===== src/rtl/ecc_enc_pkg.sv =====
// ecc_enc_pkg
// Shared definitions for the streaming SECDED encoder:
//   mode_e       codeword-width selector (8/16/32 bit, plus illegal code)
//   K_*/P_*      data and parity bit counts per mode
//   data_pos     data index -> Hamming position (3,5,6,7,9,...)
//   cover_mask   data bits covered by parity bit j
//   data_mask    K-bit mask of the payload for a mode
package ecc_enc_pkg;

    typedef enum logic [1:0] {
        MODE_S   = 2'b00,
        MODE_M   = 2'b01,
        MODE_L   = 2'b10,
        MODE_ILL = 2'b11
    } mode_e;

    localparam int K_S = 4;
    localparam int P_S = 4;
    localparam int K_M = 11;
    localparam int P_M = 5;
    localparam int K_L = 26;
    localparam int P_L = 6;

    localparam int DATA_MAX = K_L;
    localparam int CW_MAX   = K_L + P_L;
    localparam int PJ_MAX   = P_L - 1;

    // Position of data bit idx: the idx-th non-power-of-two position >= 3.
    function automatic int data_pos(input int idx);
        int n;
        int pos;
        n   = 0;
        pos = 0;
        for (int p = 3; p < CW_MAX; p++) begin
            if ((p & (p - 1)) != 0) begin
                if (n == idx) pos = p;
                n = n + 1;
            end
        end
        return pos;
    endfunction

    function automatic logic [DATA_MAX-1:0] cover_mask(input int bit_idx);
        logic [DATA_MAX-1:0] m;
        m = '0;
        for (int i = 0; i < DATA_MAX; i++) begin
            if (((data_pos(i) >> bit_idx) & 1) != 0) m[i] = 1'b1;
        end
        return m;
    endfunction

    function automatic logic [DATA_MAX-1:0] data_mask(input mode_e mode);
        logic [DATA_MAX-1:0] m;
        case (mode)
            MODE_S:  m = 26'h000000F;
            MODE_M:  m = 26'h00007FF;
            MODE_L:  m = 26'h3FFFFFF;
            default: m = '0;
        endcase
        return m;
    endfunction

endpackage


===== src/rtl/ecc_parity_gen.sv =====
// ecc_parity_gen
// Combinational SECDED codeword builder.
//   data      masked payload (bits above K must already be zero)
//   mode      codeword width selector
//   codeword  {data, p_ov, p_{P-2..0}}, right-justified, zero above K+P
//   err       illegal width requested; codeword forced to zero
module ecc_parity_gen
    import ecc_enc_pkg::*;
(
    input  logic [DATA_MAX-1:0] data,
    input  mode_e               mode,
    output logic [CW_MAX-1:0]   codeword,
    output logic                err
);

    logic [PJ_MAX-1:0] p;
    logic              p_ov;

    // Because the payload is pre-masked, parity bits beyond the active mode's
    // P-1 evaluate to zero, so one set of masks serves every width and the
    // overall parity can fold in all of p.
    for (genvar j = 0; j < PJ_MAX; j++) begin : g_par
        localparam logic [DATA_MAX-1:0] COVER = cover_mask(j);
        assign p[j] = ^(data & COVER);
    end

    assign p_ov = (^data) ^ (^p);

    always_comb begin
        codeword = '0;
        err      = 1'b0;
        case (mode)
            MODE_S:  codeword = {24'b0, data[K_S-1:0], p_ov, p[P_S-2:0]};
            MODE_M:  codeword = {16'b0, data[K_M-1:0], p_ov, p[P_M-2:0]};
            MODE_L:  codeword = {data[K_L-1:0], p_ov, p[P_L-2:0]};
            default: err      = 1'b1;
        endcase
    end

endmodule


===== src/rtl/ecc_stream_encoder.sv =====
// ecc_stream_encoder
// Streaming SECDED encoder, 2-stage elastic pipeline, 1 word/cycle.
//   clk, rst              clock; asynchronous active-low reset
//   in_valid/in_ready     input handshake (DATA_IN, CODEWORD_WIDTH)
//   out_valid/out_ready   output handshake (Enc_Out, out_err)
//   enc_count             completed output handshakes, wrapping
module ecc_stream_encoder
    import ecc_enc_pkg::*;
#(
    parameter int AMBA_WORD = 32,
    parameter int CNT_WIDTH = 16
) (
    input  logic                 clk,
    input  logic                 rst,
    input  logic                 in_valid,
    output logic                 in_ready,
    input  logic [AMBA_WORD-1:0] DATA_IN,
    input  logic [1:0]           CODEWORD_WIDTH,
    output logic                 out_valid,
    input  logic                 out_ready,
    output logic [AMBA_WORD-1:0] Enc_Out,
    output logic                 out_err,
    output logic [CNT_WIDTH-1:0] enc_count
);

    logic                s1_valid;
    logic [DATA_MAX-1:0] s1_data;
    mode_e               s1_mode;

    logic                s2_valid;
    logic [CW_MAX-1:0]   s2_cw;
    logic                s2_err;

    logic [CW_MAX-1:0]   cw;
    logic                cw_err;
    logic                s2_load;
    logic                s1_advance;
    logic                s1_load;
    mode_e               in_mode;
    logic                data_unused;

    // Payload bits above the widest K are never encoded.
    assign data_unused = ^DATA_IN[AMBA_WORD-1:DATA_MAX];

    assign in_mode    = mode_e'(CODEWORD_WIDTH);
    assign s2_load    = !s2_valid || out_ready;
    assign s1_advance = s1_valid && s2_load;
    assign s1_load    = !s1_valid || s1_advance;
    assign in_ready   = s1_load;

    ecc_parity_gen u_parity (
        .data     (s1_data),
        .mode     (s1_mode),
        .codeword (cw),
        .err      (cw_err)
    );

    always_ff @(posedge clk or negedge rst) begin
        if (!rst) begin
            s1_valid <= 1'b0;
            s1_data  <= '0;
            s1_mode  <= MODE_S;
        end else if (s1_load) begin
            s1_valid <= in_valid;
            if (in_valid) begin
                s1_data <= DATA_IN[DATA_MAX-1:0] & data_mask(in_mode);
                s1_mode <= in_mode;
            end
        end
    end

    // out_err is cleared whenever stage 2 drains so it is only seen with out_valid.
    always_ff @(posedge clk or negedge rst) begin
        if (!rst) begin
            s2_valid <= 1'b0;
            s2_cw    <= '0;
            s2_err   <= 1'b0;
        end else if (s2_load) begin
            s2_valid <= s1_valid;
            s2_err   <= s1_valid && cw_err;
            if (s1_valid) s2_cw <= cw;
        end
    end

    always_ff @(posedge clk or negedge rst) begin
        if (!rst) begin
            enc_count <= '0;
        end else if (s2_valid && out_ready) begin
            enc_count <= enc_count + CNT_WIDTH'(1);
        end
    end

    assign out_valid = s2_valid;
    assign out_err   = s2_err;
    assign Enc_Out   = AMBA_WORD'(s2_cw);

endmodule


===== config.mk =====
export PLATFORM = sky130hd
export DESIGN_NAME = ecc_stream_encoder
export DESIGN_NICKNAME = d
export VERILOG_FILES = /design/src/rtl/ecc_enc_pkg.sv /design/src/rtl/ecc_parity_gen.sv /design/src/rtl/ecc_stream_encoder.sv
export SDC_FILE = /design/constraint.sdc
export NUM_CORES = 1
export LEC_CHECK = 0
export BUFFER_PORTS_ARGS = -buffer_cell sky130_fd_sc_hd__buf_2
export CORE_MARGIN = 4
export CORE_UTILIZATION = 35
export CTS_CLUSTER_SIZE = 12
export DETAILED_ROUTE_END_ITERATION = 10
export SLEW_MARGIN = 20
export SYNTH_ARGS = -nofsm -noshare
export SYNTH_HDL_FRONTEND = slang
export SYNTH_SLANG_ARGS = --single-unit

===== constraint.sdc =====
create_clock -name clk -period 2.67 [get_ports clk]
set_input_delay 0.801 -clock clk [delete_from_list [all_inputs] [get_ports clk]]
set_output_delay 0.801 -clock clk [all_outputs]
set_load 0.01 [all_outputs]

# Word level (Yosys, flattened, before mapping)
# Index checks and enable logic that the tools add are counted.
# totals
word_cells,38
output_inout_bits,51
input_bits,38
regBits,79
# classes
eq_ne,4
add_sub_neg,1
bitwise,2
n_mux,5
n_reduce_logical,19
# op_table
cell,n
$reduce_xor 26->1,6
$pmux 32 s3,1
$pmux 26 s3,1
$mux 26,2
$and 26x26->26,1
$add 16x1->16 const B,1
$reduce_xor 5->1,1
$eq 2x1->1 const B,2
$eq 2x2->1 const B,2
$logic_not 2->1,2
$reduce_and 2->1,2
$logic_and 1x1->1,3
$reduce_or 3->1,1
$logic_not 1->1,2
$logic_or 1x1->1,2
$mux 1,1
$xor 1x1->1,1

# Longest topological paths before layout
# Gate-level depths: netlist of the first run.
# logic_depth
ltp_word,6
depth_mapped,7
depth_no_buf,6

# By module
# A second synthesis of the first run with hierarchy kept.
# unflattened
hier_cells,363
hier_area_um2,4140.2
# by_module_without_submodules
mod,instances,area_per_inst_um2,cells_each,seq_area_each_um2
ecc_stream_encoder,1,3294.4,257,1976.9
ecc_parity_gen,1,845.8,106,0.0

# Worst setup path after synthesis of the first run
# OpenSTA, ideal clock, no wires.
# synth_path
path_kind,register to register
from,register s1_data[10]
to,"register s2_cw[4], in the netlist Enc_Out[4]"
stages_incl_launch_ff,7
setup_time_ns,0.101
required_ns,2.569
path_slack_ns,0.537
arrival_time_ns,2.032
synth_period_minus_slack_ns,2.133
n_path_buf,0
cell_sequence,dfrtp_1 -> xnor2_1 -> xnor3_2 -> xnor2_2 -> xnor2_1 -> xnor3_1 -> o311ai_2
# synth_between
elab_chain_cells,4
word_cells_on_any_way,8
cone_classes,mux (1); bitwise (1); reduce/logical (6)
# synth_lines
item,line_no,source
from (decl),ecc_stream_encoder.sv:27,logic [DATA_MAX-1:0] s1_data;
from (signal assigned),ecc_stream_encoder.sv:66,s1_data <= DATA_IN[DATA_MAX-1:0] & data_mask(in_mode);
$reduce_xor 26->1,ecc_parity_gen.sv:24,assign p[j] = ^(data & COVER);
$reduce_xor 5->1,ecc_parity_gen.sv:27,assign p_ov = (^data) ^ (^p);
$xor 1x1->1 *,ecc_parity_gen.sv:27,
$pmux 32 s3 *,ecc_parity_gen.sv:32,case (mode)
to (signal assigned),ecc_stream_encoder.sv:81,if (s1_valid) s2_cw <= cw;
to (decl),ecc_stream_encoder.sv:31,logic [CW_MAX-1:0] s2_cw;
# Every way passes the cells marked *; elsewhere a longest branch is shown, timed or not.
# A chain may end at the register's enable or synchronous reset.

# Worst setup path after layout of the first run
# Same ends and word-level chain as after synthesis.

==> results of run 1 <==
-- area by class of cell --
class,instances,share of cell area (%)
clock inverters,4,0.975
repair buffers,88,10.7
well taps,136,3.68
flip-flops and latches,79,42.8
clock buffers,11,3.28
multi-input cells,287,38.3
inverters,3,0.244
-- worst max path at each step --
stage	from	cells after the start	end	slack, ps
detailed placement	s1_data[10]	6	Enc_Out[4]	330
finish	s1_data[10]	6	Enc_Out[4]	340
global route	s1_data[10]	6	Enc_Out[5]	220
CTS	s1_data[10]	6	Enc_Out[4]	310
floorplan	s1_data[10]	6	Enc_Out[4]	540
global placement	s1_data[10]	6	Enc_Out[4]	400
-- through the flow --
step / hold slack [ps] / instance area (um^2) / cells / total power, mW / utilization (%)
after CTS: 415 / 4620 / 608 / 3.81 / 44.0
after floorplan: 482 / 3840 / 390 / 2.51 / -
after global placement: 455 / 4430 / 593 / 2.86 / 42.1
after detailed placement: 467 / 4430 / 593 / 2.91 / 42.1
after global routing: 431 / 4620 / 608 / 4.00 / 44.0
final: 411 / 4620 / 608 / 3.75 / 44.0
-- metal layers --
layer  part of all wire (%)  up-vias
met5                      0        -
met4                    1.3        0
met3                    5.1       10
met2                     45       73
met1                     49     1313
li1                       -     1437
-- Yosys cell counts --
library cell and n:
a21oi_1 5, xnor3_2 1, xor3_1 1, nand3_1 3
buf_4 1, o211ai_1 2, clkbuf_1 19, nor2b_1 5
xor2_1 9, nand2b_1 13, nand4_1 5, ha_1 3
nor3_1 2, mux2_2 2, nor2_1 8, o311ai_2 1
xnor2_1 46, a22oi_1 8, o21ai_0 57, xnor2_2 1
dfrtp_1 79, or3_1 2, clkbuf_2 1, a22o_1 1
nand2_1 102, xnor2_4 1, and3_1 1, inv_1 3
or2_2 1, mux2i_1 2, xnor3_1 4, and4_1 1
-- registers in the layout, summed over array words and instances, names as in the netlist --
signal / cells
Enc_Out: 32
s1_data: 26
enc_count: 16
s1_mode: 2
out_err: 1
out_valid: 1
s1_valid: 1
-- worst reg2reg max path: cells and delay by family (launching register included) --
family	cells	cell delay [ps]
compound gates	1	230
flops	1	440
xor+xnor	5	1570
-- kinds of logic (layout without fill, tap and decap cells) --
group	after synthesis	count (layout)	share of synthesized area, %
xor+xnor	63	63	17.3
fa+ha+maj	3	3	0.977
compound gates	74	74	10.7
simple gates	143	143	16.0
mux	4	4	1.11
buf+inv	24	106	2.48
flops	79	79	51.5
-- where the power goes --
part / switching [mW] / internal (mW) / total (mW)
Combinational: 0.648 / 0.674 / 1.32
Clock: 0.412 / 0.473 / 0.885
Sequential: 0.173 / 1.37 / 1.54
Total: 1.23 / 2.52 / 3.75
==> impl_metrics.env, run 1 <==
export IMPL_start_util_pct=36.6
export IMPL_clkSinkCount=79
export IMPL_crit_top_cell="xnor2_1"
export IMPL_rr_worst_depth=6
export IMPL_worstPathCellList="xnor2_1 > xnor3_2 > xnor2_2 > xnor2_1 > xnor3_1 > o311ai_2"
export IMPL_crit_fanout=5
export IMPL_maxCapViolations=0
export IMPL_cts_tree="yes"
export IMPL_rsz0062_at_grt="false"
export IMPL_ys_types=32
export IMPL_drc=0
export IMPL_numCtsBuffers=9
export IMPL_met1_usage_pct=20.7
export IMPL_grt_max_degree=46
export IMPL_powerDensity_nw_per_um2=811
export IMPL_std_cell_rows=37
export IMPL_grt_remaining_overflow=0
export IMPL_coreArea_um2=10500
export IMPL_syn2layout_area_growth_pct=20.3
export IMPL_min_period_over_period_pct=87.4
export IMPL_max_stage_delay_ps=470
export IMPL_syn_nets=431
export IMPL_fin_ws_ps=336
export IMPL_design_die_area_um2=12700
export IMPL_ys_ff_latch=79
export IMPL_drive_gt1_share_pct=23.5
export IMPL_io_pins=89
export IMPL_cp_arrival_ps=2580
export IMPL_timing_fmax_mhz=428
export IMPL_syn_inst=390
export IMPL_holdBufCountCts=0
export IMPL_seqCellArea_um2=1980
export IMPL_root_buffer="clkbuf_8"
export IMPL_status="finished clean"
export IMPL_worstPathRequired_ps=2920
export IMPL_tightest_slew_ps=659
export IMPL_clock_skew_ps=6.49
export IMPL_p_leak_nw=2.19
export IMPL_clockBufferDepth=2
export IMPL_post_cts_setup_buffers=0
export IMPL_grt_pass1_wl_um=14500
export IMPL_grt_pass1_vias=2849
export IMPL_num_vias=2833
export IMPL_critical_path_buf_inv_count=0
export IMPL_path_delay_family="XOR/XNOR gates"
export IMPL_finalNetCount=509
export IMPL_hp_class="input pin to asynchronous set/reset pin"
export IMPL_portBuffers=82
export IMPL_htreeDepth=3
export IMPL_min_period_ps=2330
export IMPL_path_class="register to register"
export IMPL_ys_warn_count=0
export IMPL_antennaDiodeCount=0
export IMPL_clock_latency_ps=350
export IMPL_multi_input_area_um2=1770
export IMPL_final_max_slew_viol_count=0
export IMPL_worst_r2r_setup_slack_ps=340
export IMPL_r2r_start="s1_data[10]"
export IMPL_post_drt_via_cell_ratio=4.66
export IMPL_nFillCells=1044
export IMPL_ant_nets=0
export IMPL_preCtsSetupSlack_ps=330
export IMPL_grt_busiest_layer="met2"
export IMPL_slew_limit_headroom_pct=56.0
export IMPL_dpl_hpwl_um=6540
export IMPL_drt_wl_total_um=8610
export IMPL_seq_area_frac_synth_pct=51.5
export IMPL_crit_path_start_kind="register"
export IMPL_peakVddDrop_uv=344
export IMPL_path_clk_slew_ps=80
export IMPL_yosys_area_top_type_share_pct=51.5
export IMPL_yosys_top_cells_area="dfrtp_1 51%, xnor2_1 10%, nand2_1 10%, o21ai_0 7.4%, xnor3_1 2.3%"
export IMPL_final_setup_tns_ps=0
export IMPL_hold_violations=0
export IMPL_track_usage_pct=14.2
export IMPL_mostFrequentLayoutCell="nand2_1"
export IMPL_endpoint_kind="register"
export IMPL_grt_use_met3_pct=3.16
export IMPL_slowest_stage="xnor3_1"
export IMPL_r2r_end="Enc_Out[4]"
export IMPL_place_congestion=0.839
export IMPL_die_x_um=113
export IMPL_initialDrtViolationCount=174
export IMPL_final_cell_mix="102 x nand2_1, 81 x buf_2, 79 x dfrtp_1"
export IMPL_finalSetupViolations=0
export IMPL_chipHeight_um=113
export IMPL_syn_area_um2=3840
export IMPL_antenna_found_initial=0
export IMPL_wl_per_cell_um=14.2
export IMPL_firstDrtPassIters=4
export IMPL_avgSynthCellArea_um2=9.85
export IMPL_synth_top_cell_by_area="dfrtp_1"
export IMPL_grt_met2_usage_pct=21.1
export IMPL_cts_repair_resized=0
Note: power is estimated with default switching activity, not from simulation.
==> run 2: changes to the inputs <==
CORE_ASPECT_RATIO = 2   (was not set)
==> run 2 against run 1 <==
  * Global-route usage grew 0.56 points
  * Total power increased by 14%
  * Cell count up 0.33%
  * Critical path depth unchanged
  * Register-to-register slack worse by 20 ps
  * Maximum frequency is 1.0% lower
  * Largest cell class unchanged
  * Sequential power is essentially flat
  * Non-clock buffer count is the same
  * Core utilization rose by 0.89 points
  * Wire length increased by 0.52%
  * Die area rose by 0.80%
==> impl_metrics.env, run 2 (same netlist as run 1, synthesis figures left out) <==
export IMPL_p_leak_nw=2.25
export IMPL_initialDrtViolationCount=85
export IMPL_cts_repair_resized=0
export IMPL_r2r_start="s1_data[10]"
export IMPL_start_util_pct=36.2
export IMPL_antenna_found_initial=0
export IMPL_timing_fmax_mhz=424
export IMPL_stdcell_count=610
export IMPL_tightest_slew_ps=717
export IMPL_worst_r2r_setup_slack_ps=310
export IMPL_p_seq_share_pct=36.4
export IMPL_drt_wl_total_um=8650
export IMPL_maxCapViolations=0
export IMPL_grt_max_degree=43
export IMPL_endpoint_kind="register"
export IMPL_max_stage_delay_ps=480
export IMPL_rsz0062_at_grt="false"
export IMPL_crit_path_start_kind="register"
export IMPL_final_max_slew_viol_count=0
export IMPL_drc=0
export IMPL_rr_worst_depth=6
export IMPL_post_drt_via_cell_ratio=4.66
export IMPL_timing_hold_ws_ps=434
export IMPL_peakVddDrop_uv=433
export IMPL_worstPathCellList="xnor2_1 > xnor3_2 > xnor2_2 > xnor2_1 > xnor3_1 > o311ai_2"
export IMPL_holdBufCountCts=0
export IMPL_p_int_mw=2.98
export IMPL_min_period_ps=2360
export IMPL_clockBufferDepth=2
export IMPL_status="finished clean"
export IMPL_drive_gt1_share_pct=23.7
export IMPL_largest_reg_flops=32
export IMPL_clock_skew_ps=4.96
export IMPL_wl_per_cell_um=14.2
export IMPL_powerDensity_nw_per_um2=895
export IMPL_grt_remaining_overflow=0
export IMPL_place_congestion=0.803
export IMPL_comb_power_share_pct=30.9
export IMPL_nFillCells=1070
export IMPL_final_setup_tns_ps=0
export IMPL_firstDrtPassIters=4
export IMPL_dpl_hpwl_um=6810
export IMPL_grt_pass1_wl_um=14300
export IMPL_ant_nets=0
export IMPL_numCtsBuffers=9
export IMPL_slew_limit_headroom_pct=52.1
export IMPL_finalNetCount=509
export IMPL_hp_class="input pin to asynchronous set/reset pin"
export IMPL_p_clk_share_pct=32.7
export IMPL_worstPathRequired_ps=2900
export IMPL_path_class="register to register"
export IMPL_io_pins=89
export IMPL_slowest_stage="xnor3_1"
export IMPL_grt_pass1_vias=2858
export IMPL_hold_violations=0
export IMPL_num_vias=2843
export IMPL_antennaDiodeCount=0
export IMPL_finalSetupViolations=0
export IMPL_design_die_area_um2=12800
export IMPL_final_cell_mix="102 x nand2_1, 81 x buf_2, 79 x dfrtp_1"
export IMPL_coreArea_um2=10600
export IMPL_clkSinkCount=79
export IMPL_power_mw=4.26
export IMPL_path_clk_slew_ps=60
export IMPL_root_buffer="clkbuf_16"
export IMPL_chipHeight_um=156
export IMPL_die_x_um=82.1
export IMPL_switching_power_mw=1.28
export IMPL_clock_latency_ps=330
export IMPL_syn2layout_area_growth_pct=23.9
export IMPL_portBuffers=82
export IMPL_min_period_over_period_pct=88.3
export IMPL_cts_tree="yes"
export IMPL_track_usage_pct=14.8
export IMPL_std_cell_rows=53
export IMPL_cp_arrival_ps=2590
export IMPL_htreeDepth=3
export IMPL_post_cts_setup_buffers=0
export IMPL_dp_cells=594
export IMPL_switching_share_pct=30.1
export IMPL_crit_fanout=5
export IMPL_crit_top_cell="xnor2_1"
export IMPL_r2r_end="Enc_Out[4]"
export IMPL_mostFrequentLayoutCell="nand2_1"
-- run 2: power groups by stage --
stage / clock network (mW) / logic (mW) / registers (mW)
after CTS: 1.43 / 1.34 / 1.55
after floorplan: 0 / 0.926 / 1.58
final: 1.39 / 1.32 / 1.55
after global routing: 1.48 / 1.46 / 1.58
after detailed placement: 0 / 1.34 / 1.57
after global placement: 0 / 1.32 / 1.56
-- run 2: through the flow --
step	utilization (%)	cell area, um^2	setup WS (ps)
after detailed placement	41.6	4410	289
final	44.9	4760	313
after global placement	41.6	4410	353
after global routing	44.9	4760	165
after floorplan	-	3840	537
after CTS	44.9	4760	287
-- run 2: metal layers --
layer	routed length, um	vias to the layer above	global-route usage, %	share of wire, %
li1	-	1444	-	-
met5	0	-	0	0
met2	4790	68	26.4	55
met3	438	10	3.82	5.1
met1	3250	1321	16.1	38
met4	168	0	5.71	1.9
-- run 2: area by class of cell --
| type | count | area (um^2) | area share (%) |
|---|---|---|---|
| inverters | 3 | 11.3 | 0.237 |
| clock inverters | 6 | 108 | 2.26 |
| multi-input cells | 287 | 1770 | 37.2 |
| clock buffers | 10 | 239 | 5.02 |
| well taps | 137 | 171 | 3.60 |
| repair buffers | 88 | 483 | 10.1 |
| flip-flops and latches | 79 | 1980 | 41.5 |
-- run 2: how the worst max path moves through the flow --
stage / to / start / depth (start not counted)
detailed placement: Enc_Out[4] / s1_data[10] / 6
global route: Enc_Out[4] / s1_data[10] / 6
CTS: Enc_Out[4] / s1_data[10] / 6
finish: Enc_Out[4] / s1_data[10] / 6
floorplan: Enc_Out[4] / s1_data[10] / 6
global placement: Enc_Out[4] / s1_data[10] / 6
-- run 2: critical path: cells and delay by family (launching register included) --
family,cells,cell delay [ps]
AOI/OAI and AO/OA,1,220
xor gates and xnor gates,5,1610
DFF,1,440
==> run 3: changes to the inputs <==
SYNTH_HIERARCHICAL = 1   (was not set)
==> run 3 against run 2 <==
  * Setup slack better by 60 ps
  * Clock-buffer cell count up 3
  * First-iteration DRC count grew 18%
  * Area after synthesis grew 7.8%
  * Sequential power about the same
  * Clock power down 11%
  * Largest cell class is now multi-input combinational cells
==> impl_metrics.env, run 3 <==
export IMPL_status="finished clean"
export IMPL_start_util_pct=35.6
export IMPL_grt_pass1_wl_um=14700
export IMPL_maxCapViolations=0
export IMPL_grt_use_met3_pct=2.94
export IMPL_die_x_um=84.9
export IMPL_syn_inst=363
export IMPL_syn_area_um2=4140
export IMPL_synth_top_cell_by_area="dfrtp_1"
export IMPL_std_cell_rows=56
export IMPL_cts_tree="yes"
export IMPL_cp_arrival_ps=2570
export IMPL_ys_warn_count=6
export IMPL_dp_cells=581
export IMPL_drive_gt1_share_pct=33.0
export IMPL_post_route_util_pct=43.0
export IMPL_place_congestion=0.824
export IMPL_dpl_hpwl_um=7110
export IMPL_antennaDiodeCount=0
export IMPL_track_usage_pct=13.7
export IMPL_p_leak_nw=2.46
export IMPL_finalSetupViolations=0
export IMPL_avgSynthCellArea_um2=11.4
export IMPL_ys_types=36
export IMPL_mostFrequentLayoutCell="buf_2"
export IMPL_post_drt_via_cell_ratio=4.61
export IMPL_largest_reg_flops=32
export IMPL_final_cell_mix="81 x buf_2, 79 x dfrtp_1, 55 x nand2_1"
export IMPL_antenna_found_initial=0
export IMPL_peakVddDrop_uv=437
export IMPL_endpoint_kind="register"
export IMPL_clock_skew_ps=4.81
export IMPL_grt_max_degree=42
export IMPL_holdBufCountCts=0
export IMPL_syn_nets=404
export IMPL_yosys_top_cells_area="dfrtp_1 48%, mux2_4 11%, xnor2_1 9.5%, nand2_1 5.0%, o21ai_0 3.9%"
export IMPL_root_buffer="clkbuf_16"
export IMPL_initialDrtViolationCount=100
export IMPL_num_vias=2753
export IMPL_drt_wl_total_um=8790
export IMPL_min_period_ps=2300
export IMPL_powerDensity_nw_per_um2=854
export IMPL_syn2layout_area_growth_pct=20.7
export IMPL_numCtsBuffers=9
export IMPL_synth_edff_count=0
export IMPL_stdcell_count=597
export IMPL_timing_fmax_mhz=435
export IMPL_portBuffers=82
export IMPL_met1_usage_pct=14.1
export IMPL_synth_common_cells="79 x dfrtp_1, 55 x nand2_1, 45 x xnor2_1, 32 x o21ai_0, 30 x mux2_4"
export IMPL_grt_remaining_overflow=0
export IMPL_grt_busiest_layer="met2"
export IMPL_grt_met2_usage_pct=25.3
export IMPL_cts_repair_resized=0
export IMPL_crit_fanout=5
export IMPL_io_pins=89
export IMPL_yosys_area_top_type_share_pct=47.7
export IMPL_ant_nets=0
export IMPL_seq_area_frac_synth_pct=47.7
export IMPL_hp_class="input pin to asynchronous set/reset pin"
export IMPL_hold_violations=0
export IMPL_firstDrtPassIters=4
export IMPL_final_max_slew_viol_count=0
export IMPL_coreArea_um2=11600
export IMPL_wl_per_cell_um=14.7
export IMPL_grt_pass1_vias=2935
export IMPL_worst_r2r_setup_slack_ps=370
export IMPL_slew_limit_headroom_pct=57.2
export IMPL_clock_latency_ps=330
export IMPL_min_period_over_period_pct=86.1
export IMPL_chipHeight_um=162
export IMPL_drc=0
export IMPL_post_cts_setup_buffers=0
export IMPL_htreeDepth=3
export IMPL_yosysMostFrequentCell="dfrtp_1"
export IMPL_finalNetCount=488
export IMPL_path_clk_slew_ps=60
export IMPL_synth_flop_cell="dfrtp_1"
export IMPL_tightest_slew_ps=641
export IMPL_clockBufferDepth=2
export IMPL_crit_path_start_kind="register"
export IMPL_path_class="register to register"
export IMPL_worstPathRequired_ps=2940
export IMPL_async_flop_share_pct=100
export IMPL_ys_ff_latch=79
export IMPL_design_die_area_um2=13700
export IMPL_rsz0062_at_grt="false"
export IMPL_final_setup_tns_ps=0
export IMPL_clkSinkCount=79
run 3: final timing paths:
check	cells after the start	to	from
max	6	Enc_Out[3]	s1_data[10]
min	1	Enc_Out[28]	rst
max reg2reg	6	Enc_Out[3]	s1_data[10]
min reg2reg	1	enc_count[15]	enc_count[15]
max in group asynchronous	2	enc_count[15]	rst
min in group clk	1	enc_count[15]	enc_count[15]
run 3: kinds of logic after synthesis:
logic type / after synthesis / share of synthesized area (%)
mux: 36 / 12.5
xor+xnor: 66 / 15.6
compound gates: 44 / 6.20
fa+ha+maj: 3 / 0.907
simple gates: 116 / 13.9
buf+inv: 19 / 3.23
flops: 79 / 47.7
run 3: cell type report:
cell class	instances	area [um^2]
inverter	4	15.0
sequential	79	1980
fill	1161	6640
tap	145	181
clock inverter	3	40.0
multi-input combinational	265	2030
clock buffer	13	270
timing repair buffer	88	483
run 3: critical path: stages, from the launching register on:
cell	delay, ps
dfrtp_1	440
xor2_1	340
xor3_1	550
xnor2_1	220
xnor3_2	330
o31ai_2	190
mux2_4	170
run 3: routing by layer:
layer | vias up | share of wire, %
met2 | 68 | 55
met1 | 1293 | 37
met5 | - | 0
li1 | 1370 | -
met3 | 22 | 4.5
met4 | 0 | 3.8
run 3: through the flow:
stage                     power (mW)  area [um^2]  setup slack (ps)  hold WS [ps]
after detailed placement        3.07         4690               359           475
after CTS                       4.33         5000               350           456
after global placement          3.03         4690               402           463
final                           4.27         5000               372           445
after global routing            4.51         5000               260           487
after floorplan                 2.67         4140               639           470
run 3: where the power goes:
part | internal (mW) | switching (mW) | total [mW]
clock network | 0.797 | 0.441 | 1.24
logic | 0.791 | 0.665 | 1.46
registers | 1.38 | 0.191 | 1.57
total | 2.97 | 1.30 | 4.27
